[src/rtl/io_bus_bridge_pkg.sv]
// io_bus_bridge_pkg
// Shared definitions for the CPU data-bus bridge:
//  - the fixed IO register addresses and the DRAM window bounds
//  - region-select codes that are carried from the address cycle to the data cycle
//  - timer register offsets and CTRL bit positions
//  - small decode and byte-lane helpers
package io_bus_bridge_pkg;

  // DRAM window (64 KiB at the bottom of the address space)
  localparam logic [31:0] DRAM_BASE     = 32'h0000_0000;
  localparam logic [31:0] DRAM_LAST     = 32'h0000_FFFF;

  // GPIO block
  localparam logic [31:0] IO_ADDR_SW    = 32'hFFFF_F000;
  localparam logic [31:0] IO_ADDR_LED   = 32'hFFFF_F004;
  localparam logic [31:0] IO_ADDR_SEG   = 32'hFFFF_F008;

  // Timer block (contiguous words CNT..STAT)
  localparam logic [31:0] IO_ADDR_CNT   = 32'hFFFF_F020;
  localparam logic [31:0] IO_ADDR_CMP   = 32'hFFFF_F024;
  localparam logic [31:0] IO_ADDR_CTRL  = 32'hFFFF_F028;
  localparam logic [31:0] IO_ADDR_PRESC = 32'hFFFF_F02C;
  localparam logic [31:0] IO_ADDR_STAT  = 32'hFFFF_F030;

  // Region select, registered at the address edge and used to steer cpu_rd
  typedef enum logic [1:0] {
    SEL_NONE = 2'd0,
    SEL_DRAM = 2'd1,
    SEL_IO   = 2'd2,
    SEL_ERR  = 2'd3
  } sel_e;

  // Timer word offsets: low three bits of the word address inside the timer block
  localparam logic [2:0] TMR_CNT   = 3'd0;
  localparam logic [2:0] TMR_CMP   = 3'd1;
  localparam logic [2:0] TMR_CTRL  = 3'd2;
  localparam logic [2:0] TMR_PRESC = 3'd3;
  localparam logic [2:0] TMR_STAT  = 3'd4;

  // CTRL bit positions
  localparam int CTRL_EN     = 0;
  localparam int CTRL_RELOAD = 1;
  localparam int CTRL_IE     = 2;

  // True when a bus word address selects the given register word
  function automatic logic word_hit(input logic [29:0] word, input logic [29:0] reg_word);
    return (word == reg_word);
  endfunction

  // Replace the byte lanes of old_w whose strobe is set with the lanes of new_w
  function automatic logic [31:0] lane_merge(input logic [31:0] old_w,
                                             input logic [31:0] new_w,
                                             input logic [3:0]  strb);
    logic [31:0] res;
    res = old_w;
    for (int b = 0; b < 4; b++) begin
      if (strb[b]) begin
        res[8*b +: 8] = new_w[8*b +: 8];
      end
    end
    return res;
  endfunction

endpackage

[src/rtl/io_timer.sv]
// io_timer
// Prescaled 32-bit up-counter with compare match, optional reload and a
// sticky write-one-to-clear match flag. CNT/CMP/PRESC accept only full-word
// writes; CTRL and STAT live in byte lane 0.
// Only built into io_bus_bridge when IO_BUS_BRIDGE_TIMER_EN is defined.
module io_timer
  import io_bus_bridge_pkg::*;
(
  input  logic        clk,
  input  logic        rst,
  input  logic        i_wr,
  input  logic [2:0]  i_addr,
  input  logic [31:0] i_wd,
  input  logic [3:0]  i_strb,
  output logic [31:0] o_rd,
  output logic        o_irq
);

  logic [31:0] r_cnt;
  logic [31:0] r_cmp;
  logic [31:0] r_presc;
  logic [31:0] r_psc;
  logic [2:0]  r_ctrl;
  logic        r_match;

  logic w_full;
  logic w_wr_cnt;
  logic w_wr_cmp;
  logic w_wr_presc;
  logic w_wr_ctrl;
  logic w_clr_match;
  logic w_tick;
  logic w_cnt_eq_cmp;

  assign w_full       = (i_strb == 4'hF);
  assign w_wr_cnt     = i_wr && (i_addr == TMR_CNT)   && w_full;
  assign w_wr_cmp     = i_wr && (i_addr == TMR_CMP)   && w_full;
  assign w_wr_presc   = i_wr && (i_addr == TMR_PRESC) && w_full;
  assign w_wr_ctrl    = i_wr && (i_addr == TMR_CTRL)  && i_strb[0];
  assign w_clr_match  = i_wr && (i_addr == TMR_STAT)  && i_strb[0] && i_wd[0];
  // A PRESC lowered below the running prescaler ticks at once instead of
  // running the prescaler all the way round 2^32.
  assign w_tick       = r_ctrl[CTRL_EN] && (r_psc >= r_presc);
  assign w_cnt_eq_cmp = (r_cnt == r_cmp);

  // Configuration registers: CMP, PRESC, CTRL
  always_ff @(posedge clk) begin
    if (rst) begin
      r_cmp   <= 32'h0000_0000;
      r_presc <= 32'h0000_0000;
      r_ctrl  <= 3'b000;
    end else begin
      if (w_wr_cmp)   r_cmp   <= i_wd;
      if (w_wr_presc) r_presc <= i_wd;
      if (w_wr_ctrl)  r_ctrl  <= i_wd[2:0];
    end
  end

  // Prescaler: counts 0..PRESC while enabled, frozen otherwise
  always_ff @(posedge clk) begin
    if (rst) begin
      r_psc <= 32'h0000_0000;
    end else if (r_ctrl[CTRL_EN]) begin
      r_psc <= w_tick ? 32'h0000_0000 : (r_psc + 32'h0000_0001);
    end else begin
      r_psc <= r_psc;
    end
  end

  // Counter: a CPU write outranks both the tick increment and the reload
  always_ff @(posedge clk) begin
    if (rst) begin
      r_cnt <= 32'h0000_0000;
    end else if (w_wr_cnt) begin
      r_cnt <= i_wd;
    end else if (w_tick) begin
      if (w_cnt_eq_cmp && r_ctrl[CTRL_RELOAD]) r_cnt <= 32'h0000_0000;
      else                                     r_cnt <= r_cnt + 32'h0000_0001;
    end else begin
      r_cnt <= r_cnt;
    end
  end

  // Match flag: a new match in the same cycle wins over the W1C clear
  always_ff @(posedge clk) begin
    if (rst) begin
      r_match <= 1'b0;
    end else if (w_tick && w_cnt_eq_cmp) begin
      r_match <= 1'b1;
    end else if (w_clr_match) begin
      r_match <= 1'b0;
    end else begin
      r_match <= r_match;
    end
  end

  // Register read-back for the bridge's peripheral read word
  always_comb begin
    o_rd = 32'h0000_0000;
    case (i_addr)
      TMR_CNT:   o_rd = r_cnt;
      TMR_CMP:   o_rd = r_cmp;
      TMR_CTRL:  o_rd = {29'h0000_0000, r_ctrl};
      TMR_PRESC: o_rd = r_presc;
      TMR_STAT:  o_rd = {31'h0000_0000, r_match};
      default:   o_rd = 32'h0000_0000;
    endcase
  end

  assign o_irq = r_match & r_ctrl[CTRL_IE];

endmodule

[src/rtl/io_bus_bridge.sv]
// io_bus_bridge
// Slave side of the CPU data bus. Decodes each access to DRAM, GPIO
// (switches, LEDs, 7-seg) or the timer and returns read data one cycle after
// the address, lining up with the MEM->WB sample of bus read data.
// Configuration macro: IO_BUS_BRIDGE_TIMER_EN -- when defined the io_timer
// block is instantiated; otherwise the timer words read 0, ignore writes,
// stay mapped, and timer_irq is tied low.
module io_bus_bridge
  import io_bus_bridge_pkg::*;
#(
  parameter int ADDR_W  = 32,
  parameter int DATA_W  = 32,
  parameter int DRAM_AW = 14,
  parameter int SW_W    = 24,
  parameter int LED_W   = 24
) (
  input  logic                  clk,
  input  logic                  rst,
  input  logic [ADDR_W-1:0]     cpu_addr,
  input  logic [DATA_W/8-1:0]   cpu_ctrl,
  input  logic [DATA_W-1:0]     cpu_wd,
  input  logic                  cpu_we,
  output logic [DATA_W-1:0]     cpu_rd,
  output logic [DRAM_AW-1:0]    dram_addr,
  output logic [DATA_W-1:0]     dram_wd,
  output logic [DATA_W/8-1:0]   dram_we,
  input  logic [DATA_W-1:0]     dram_rd,
  input  logic [SW_W-1:0]       sw_in,
  output logic [LED_W-1:0]      led_out,
  output logic [31:0]           seg_out,
  output logic                  timer_irq,
  output logic                  bus_err
);

  // Address decode
  logic [29:0]          w_word;
  logic                 w_hit_dram;
  logic                 w_hit_sw;
  logic                 w_hit_led;
  logic                 w_hit_seg;
  logic                 w_hit_timer;
  logic                 w_unused_addr_lsb;

  // Access-cycle state
  sel_e                 w_sel;
  sel_e                 r_sel;
  logic [DATA_W-1:0]    w_io_rd;
  logic [DATA_W-1:0]    r_io_rd;
  logic                 r_bus_err;

  // Peripheral state
  logic [LED_W-1:0]     r_led;
  logic [31:0]          r_seg;
  logic [SW_W-1:0]      r_sw_meta;
  logic [SW_W-1:0]      r_sw_sync;

  // Timer interface
  logic [31:0]          w_timer_rd;
  logic                 w_timer_irq;

  assign w_word            = cpu_addr[31:2];
  assign w_unused_addr_lsb = ^cpu_addr[1:0];

  assign w_hit_dram  = (cpu_addr[ADDR_W-1:DRAM_AW+2] == {(ADDR_W-DRAM_AW-2){1'b0}});
  assign w_hit_sw    = word_hit(w_word, IO_ADDR_SW[31:2]);
  assign w_hit_led   = word_hit(w_word, IO_ADDR_LED[31:2]);
  assign w_hit_seg   = word_hit(w_word, IO_ADDR_SEG[31:2]);
  assign w_hit_timer = (w_word >= IO_ADDR_CNT[31:2]) && (w_word <= IO_ADDR_STAT[31:2]);

`ifdef IO_BUS_BRIDGE_TIMER_EN
  io_timer u_timer (
    .clk    (clk),
    .rst    (rst),
    .i_wr   (cpu_we && w_hit_timer),
    .i_addr (w_word[2:0]),
    .i_wd   (cpu_wd),
    .i_strb (cpu_ctrl),
    .o_rd   (w_timer_rd),
    .o_irq  (w_timer_irq)
  );
`else
  // Timer window stays mapped but is inert
  assign w_timer_rd  = 32'h0000_0000;
  assign w_timer_irq = 1'b0;
`endif

  // Region select and peripheral read word for the current address
  always_comb begin
    w_sel   = SEL_ERR;
    w_io_rd = {DATA_W{1'b0}};
    if (w_hit_dram) begin
      w_sel = SEL_DRAM;
    end else if (w_hit_sw) begin
      w_sel   = SEL_IO;
      w_io_rd = {{(DATA_W-SW_W){1'b0}}, r_sw_sync};
    end else if (w_hit_led) begin
      w_sel   = SEL_IO;
      w_io_rd = {{(DATA_W-LED_W){1'b0}}, r_led};
    end else if (w_hit_seg) begin
      w_sel   = SEL_IO;
      w_io_rd = r_seg;
    end else if (w_hit_timer) begin
      w_sel   = SEL_IO;
      w_io_rd = w_timer_rd;
    end else begin
      w_sel   = SEL_ERR;
      w_io_rd = {DATA_W{1'b0}};
    end
  end

  // Address-cycle capture: region, read word and the sticky bus error
  always_ff @(posedge clk) begin
    if (rst) begin
      r_sel     <= SEL_NONE;
      r_io_rd   <= {DATA_W{1'b0}};
      r_bus_err <= 1'b0;
    end else begin
      r_sel   <= w_sel;
      r_io_rd <= w_io_rd;
      if (w_sel == SEL_ERR) r_bus_err <= 1'b1;
      else                  r_bus_err <= r_bus_err;
    end
  end

  // LED and 7-seg registers, written lane by lane
  always_ff @(posedge clk) begin
    if (rst) begin
      r_led <= {LED_W{1'b0}};
      r_seg <= 32'h0000_0000;
    end else begin
      if (cpu_we && w_hit_led) begin
        for (int b = 0; b < LED_W/8; b++) begin
          if (cpu_ctrl[b]) r_led[8*b +: 8] <= cpu_wd[8*b +: 8];
        end
      end
      if (cpu_we && w_hit_seg) begin
        r_seg <= lane_merge(r_seg, cpu_wd, cpu_ctrl);
      end
    end
  end

  // Two-flop synchroniser for the asynchronous switches
  always_ff @(posedge clk) begin
    if (rst) begin
      r_sw_meta <= {SW_W{1'b0}};
      r_sw_sync <= {SW_W{1'b0}};
    end else begin
      r_sw_meta <= sw_in;
      r_sw_sync <= r_sw_meta;
    end
  end

  // DRAM is addressed straight from the bus; its own read register gives the latency
  assign dram_addr = cpu_addr[DRAM_AW+1:2];
  assign dram_wd   = cpu_wd;
  assign dram_we   = cpu_ctrl & {(DATA_W/8){cpu_we && w_hit_dram}};

  // Data cycle: DRAM data straight through, everything else from the captured word
  assign cpu_rd    = (r_sel == SEL_DRAM) ? dram_rd : r_io_rd;

  assign led_out   = r_led;
  assign seg_out   = r_seg;
  assign bus_err   = r_bus_err;
  assign timer_irq = w_timer_irq;

endmodule

[config.mk]
export PLATFORM = sky130hd
export DESIGN_NAME = io_bus_bridge
export DESIGN_NICKNAME = d
export VERILOG_FILES = /design/src/rtl/io_bus_bridge_pkg.sv /design/src/rtl/io_timer.sv /design/src/rtl/io_bus_bridge.sv
export SDC_FILE = /design/constraint.sdc
export NUM_CORES = 1
export LEC_CHECK = 0
export ABC_AREA = 1
export CAP_MARGIN = 10
export CORE_MARGIN = 3
export CORE_UTILIZATION = 25
export CTS_BUF_LIST = sky130_fd_sc_hd__clkbuf_4
export CTS_CLUSTER_SIZE = 25
export DETAILED_ROUTE_END_ITERATION = 8
export GPL_ROUTABILITY_DRIVEN = 0
export PLACE_DENSITY = 0.5
export REMOVE_ABC_BUFFERS = 1
export SLEW_MARGIN = 5
export SYNTH_ARGS = -nofsm -noshare
export SYNTH_HDL_FRONTEND = slang
export SYNTH_SLANG_ARGS = --single-unit
[constraint.sdc]
create_clock -name clk -period 3 [get_ports clk]
set_clock_uncertainty 0.2 [all_clocks]
set_input_delay 0.9 -clock clk [delete_from_list [all_inputs] [get_ports clk]]
set_output_delay 0.9 -clock clk [all_outputs]
set_load 0.01 [all_outputs]
-- Yosys cells after proc, flatten, opt, wreduce, memory -nomap -nowiden
Cells that the tools add are included.
- magnitude comparators: 2
- reduce and logical (&&, ||, !) cells: 14
- equality and inequality tests: 5
- bitwise gates (word level): 2
- muxes and demuxes: 9
- operators by type and width (operator ; count):
    $eq 30x30->1 const B ; 3
    $mux 24 ; 3
    $mux 32 ; 1
    $ge 30x30->1 const B ; 1
    $le 30x30->1 const B ; 1
    $logic_not 16->1 ; 1
    $reduce_and 2->1 ; 7
    $reduce_or 5->1 ; 1
    $and 4x4->4 ; 1
    $logic_and 1x1->1 ; 4
    $mux 1 ; 4
    $eq 2x1->1 const B ; 1
    $eq 2x2->1 const B ; 1
    $mux 2 ; 1
    $reduce_or 2->1 ; 1
    $not 1->1 ; 1
- input port bits: 127
- logic and storage cells: 45
- bits in registers: 139
- output and inout port bits: 140

-- Logic depth before layout (Yosys ltp)
- word-level depth: 8
- depth in mapped cells: 9
- depth with buffers taken out: 8

-- Least setup slack after synthesis
Ideal clock, no wire load.
- kind: input-to-output
- start point: in cpu_we
- end point: out dram_we[0]
- arrival time: 1.843 ns
- data required time: 1.900 ns
- buffers on the path: 3
- stages on the path: 5
- slack: 0.057 ns
- path through: buf_2 -> buf_2 -> buf_1 -> nand2_1 -> nor2_1
- word-level cells in the longest chain between the ends: 2
- RTL lines (element ; RTL line ; source):
    start, declared ; io_bus_bridge.sv:22 ; input logic cpu_we,
    $logic_and 1x1->1 ; io_bus_bridge.sv:156 ; assign dram_we = cpu_ctrl & {(DATA_W/8){cpu_we && w_hit_dram}};
    $and 4x4->4 ; io_bus_bridge.sv:156 ;
    end, declared ; io_bus_bridge.sv:26 ; output logic [DATA_W/8-1:0] dram_we,
No other way between the ends.

-- Worst setup path in the final report
- start point: in cpu_addr[29]
- end point: reg r_bus_err, in the netlist bus_err
- word-level cells in the longest chain between the ends: 8
- elaborated cells on any way between the ends: 13
- those cells by class: order compare: 2; eq/ne: 4; mux: 5; reduce/logical: 2
- RTL lines (element ; RTL line ; source):
    start, declared ; io_bus_bridge.sv:19 ; input logic [ADDR_W-1:0] cpu_addr,
    $ge 30x30->1 or $le 30x30->1 (tied branches) ; io_bus_bridge.sv:68 ; assign w_hit_timer = (w_word >= IO_ADDR_CNT[31:2]) && (w_word <= IO_ADDR_STAT[31:2]);
    $logic_and 1x1->1 ; io_bus_bridge.sv:68 ;
    $mux 1 ; io_bus_bridge.sv:102 ; end else if (w_hit_timer) begin
    $mux 1 ; io_bus_bridge.sv:99 ; end else if (w_hit_seg) begin
    $mux 1 ; io_bus_bridge.sv:96 ; end else if (w_hit_led) begin
    $mux 1 ; io_bus_bridge.sv:93 ; end else if (w_hit_sw) begin
    $mux 2 * ; io_bus_bridge.sv:91 ; if (w_hit_dram) begin
    $eq 2x2->1 * ; io_bus_bridge.sv:120 ; if (w_sel == SEL_ERR) r_bus_err <= 1'b1;
    end signal, assigned ; io_bus_bridge.sv:121 ; else r_bus_err <= r_bus_err;
    end, declared ; io_bus_bridge.sv:49 ; logic r_bus_err;
Mark *: on every way between the ends. The rest lies on a longest branch, timed or not.
A chain may end at the register's enable or synchronous reset.

==> impl_metrics.json <==
{
  "status": "finished, final reports clean",
  "ant_nets": 0,
  "die_area_mm2": 0.0262,
  "worstSkewPairLatency_ns": 0.52,
  "dp_slack_ns": -0.808,
  "syn_area_mm2": 0.00608,
  "fin_crit_ns": 2.98,
  "post-route-period-util_pct": 99.2,
  "cp-end-kind": "flop",
  "syn_inst": 767,
  "seq_area_mm2": 0.00278,
  "grt_first_pass_wirelength_um": 35900,
  "wire_per_inst_um": 16.7,
  "dr.pass1.iters": 4,
  "drive_above_1_share_pct": 24.2,
  "busiest_layer": "met2",
  "finalHoldViolCount": 0,
  "synth.most_common_cell": "dfxtp_1",
  "slowest_stage": "clkdlybuf4s15_1",
  "met1_usage_pct": 23.3,
  "crit_arrival_ns": 3.20,
  "cp-startpoint": "cpu_addr[29]",
  "reg2reg_from": "led_out[16]",
  "multi_input_area_mm2": 0.00253,
  "vdd_drop_max_mv": 0.182,
  "yosys-top-cells-count": "dfxtp_1 (139), nand2_1 (101), nor2_1 (88), a21oi_1 (83), inv_1 (71)",
  "grt_max_degree": 64,
  "clockBufferDepth": 2,
  "reg2reg_slack_ns": 2.06,
  "synth_top_area_share_pct": 45.8,
  "cts_tree": "built",
  "yosysWarnings": 0,
  "maxSlewViolCount": 0,
  "hold_depth": 2,
  "io_pins": 267,
  "met3_usage_pct": 5.25,
  "p_leak_nw": 4.04,
  "critPathKind": "in -> reg",
  "overflow": 0,
  "core_area_mm2": 0.0237,
  "crit_fanout": 2,
  "start_util_pct": 25.7,
  "synth_edf_count": 0,
  "antenna_found_initial": 2,
  "placed_area_mm2": 0.00933,
  "setup_viol_count_final": 0,
  "layout.nets": 1204,
  "fill_cells": 2478,
  "slowest_delay_ns": 0.18,
  "cts_max_level": 4,
  "vias": 6213,
  "die_w_um": 162,
  "port_buffers": 263,
  "crit_required_ns": 3.23,
  "whs_ns": 0.200,
  "cts-buffers-inserted": 17,
  "grtUsageTotal_pct": 17.7,
  "synthDistinctLibCells": 23,
  "die_h_um": 162,
  "reg2reg_to": "r_io_rd[16]",
  "setup_ws_ns": 0.0242,
  "clock_sinks": 139,
  "design_area_mm2": 0.00982,
  "hp-class": "reg -> reg",
  "path_common_cell": "buf_4",
  "area_delta_synth_final_pct": 61.6,
  "drt_iter0_drc": 227,
  "drt-vias-per-instance": 4.41,
  "setup_tns_ns": 0,
  "clkTransAtPathRegs_ns": 0.14,
  "maxCapViolCount": 0,
  "cellPowerDensity_mw_per_mm2": 376,
  "cts_hold_buf": 0,
  "cp_cell_sequence": "clkdlybuf4s15_1, nor2_1, nand2_1, nor2_2, nand2_2, buf_4, buf_4, buf_4, buf_4, buf_4, buf_4, buf_4, buf_4, buf_4, buf_4, buf_4, buf_4, buf_4, buf_4, nand2_2, a21oi_1",
  "grt_pass1_vias": 6097,
  "use_met2_pct": 29.2,
  "rsz0062_at_grt": "true",
  "post-route-util_pct": 41.5,
  "reg2regPathDepth": 2,
  "synth.largest_area_cell": "dfxtp_1",
  "cp-start-kind": "input port",
  "synth-async-reset-ratio_pct": 0,
  "tightest_slew_ns": 0.697,
  "rows": 56,
  "cp-endpoint": "bus_err",
  "synth.area.top_cells": "dfxtp_1 (46%), a21oi_1 (6.8%), nand4_1 (6.8%), nand2_1 (6.2%), buf_4 (6.2%)",
  "ys_ff_latch": 139,
  "synth_flop_cell": "dfxtp_1",
  "yosysSeqAreaShare_pct": 45.8,
  "max_freq_ghz": 0.336,
  "routed_wl_um": 23500,
  "dp_hpwl_um": 16200,
  "synth.avg_cell_area_um2": 7.92,
  "max_slew_margin_pct": 53.5,
  "drc": 0,
  "cts_root_buffer": "clkbuf_4"
}
## through the flow
step / power [mW] / instances
after global placement: 2.48 / 1343
after CTS: 3.77 / 1409
after global routing: 3.90 / 1409
after detailed placement: 2.48 / 1343
after floorplan: 2.02 / 671
final: 3.70 / 1409
## how the worst min path moves through the flow
stage,startpoint,end,slack (ns)
after floorplan,r_sw_meta[0],r_sw_sync[0],0.19
after global placement,r_sw_meta[23],r_sw_sync[23],0.19
after detailed placement,r_sw_meta[11],r_sw_sync[11],0.19
after CTS,r_sw_meta[7],r_sw_sync[7],0.20
after global routing,r_sw_meta[15],r_sw_sync[15],0.21
final,r_sw_meta[7],r_sw_sync[7],0.20
## logic make-up after synthesis
logic type	Yosys count	synth area share, %
buffers and inverters	169	14.0
other	1	0.0617
AOI/OAI and AO/OA	132	11.9
and+or+nand+nor	294	22.3
DFF	139	45.8
muxes	32	5.93
## cells in the final DEF (no fill, tap or decap)
cell,netlist,routed
nor2_1,88,78
inv_1,71,69
inv_2,2,4
nor2_4,2,6
inv_8,0,1
nand3_1,24,24
clkinv_4,0,3
clkdlybuf4s50_1,0,163
o21ai_0,25,25
clkinvlp_4,0,5
nand4_1,66,66
inv_6,0,1
clkbuf_4,0,19
buf_8,0,2
buf_16,0,1
buf_2,7,24
diode_2,0,1
nand2_1,101,96
mux2_2,32,27
nor2_2,2,8
clkbuf_2,0,15
buf_4,50,102
bufinv_16,0,2
buf_12,0,13
conb_1,1,1
a21oi_1,83,83
o211ai_1,24,24
nor3b_1,8,8
mux2_4,0,5
buf_6,3,19
nand2_2,1,4
dfxtp_1,139,138
nor3_1,1,1
dlygate4sd2_1,0,46
dfxtp_2,0,1
nand3b_1,1,1
nand2_4,0,2
clkdlybuf4s15_1,0,2
## sequential cells by signal, indices dropped and copies added (netlist names)
name	flops
r_sel	2
r_io_rd	32
r_sw_meta	24
bus_err	1
seg_out	32
r_sw_sync	24
led_out	24
## cell type report
type / count / area share (%)
clock buffer: 19 / 1.45
antenna: 1 / 0.0255
inverter: 73 / 2.79
tap: 319 / 4.06
multi-input combinational: 459 / 25.7
clock inverter: 12 / 1.47
sequential: 139 / 28.3
timing repair buffer: 387 / 36.1
## metal layers
layer	share of wire [%]	vias up	wire length [µm]
li1	-	3139	-
met1	45	2832	10600
met2	46	229	10900
met3	7.7	11	1820
met4	0.63	2	149
met5	0.055	-	13
## what timing repair did
action	in CTS	in global routing
endpoints found under the setup margin	82	25
pin swaps	18	18
cloned	3	0
resized for setup	232	51
buffers inserted	32	1
## power by group
group | leakage (nW) | switching [mW] | total [mW] | internal, mW
combinational | 2.77 | 0.242 | 0.555 | 0.312
sequential | 1.13 | 0.00734 | 1.88 | 1.88
clock | 0.139 | 0.737 | 1.26 | 0.519
## worst max-delay path, delay by kind of cell
family	cells	cell delay (ns)
AOI/OAI and AO/OA	1	0.05
and+or+nand+nor	5	0.37
buffers and inverters	15	1.87
Power figures use the tool's default switching activity.
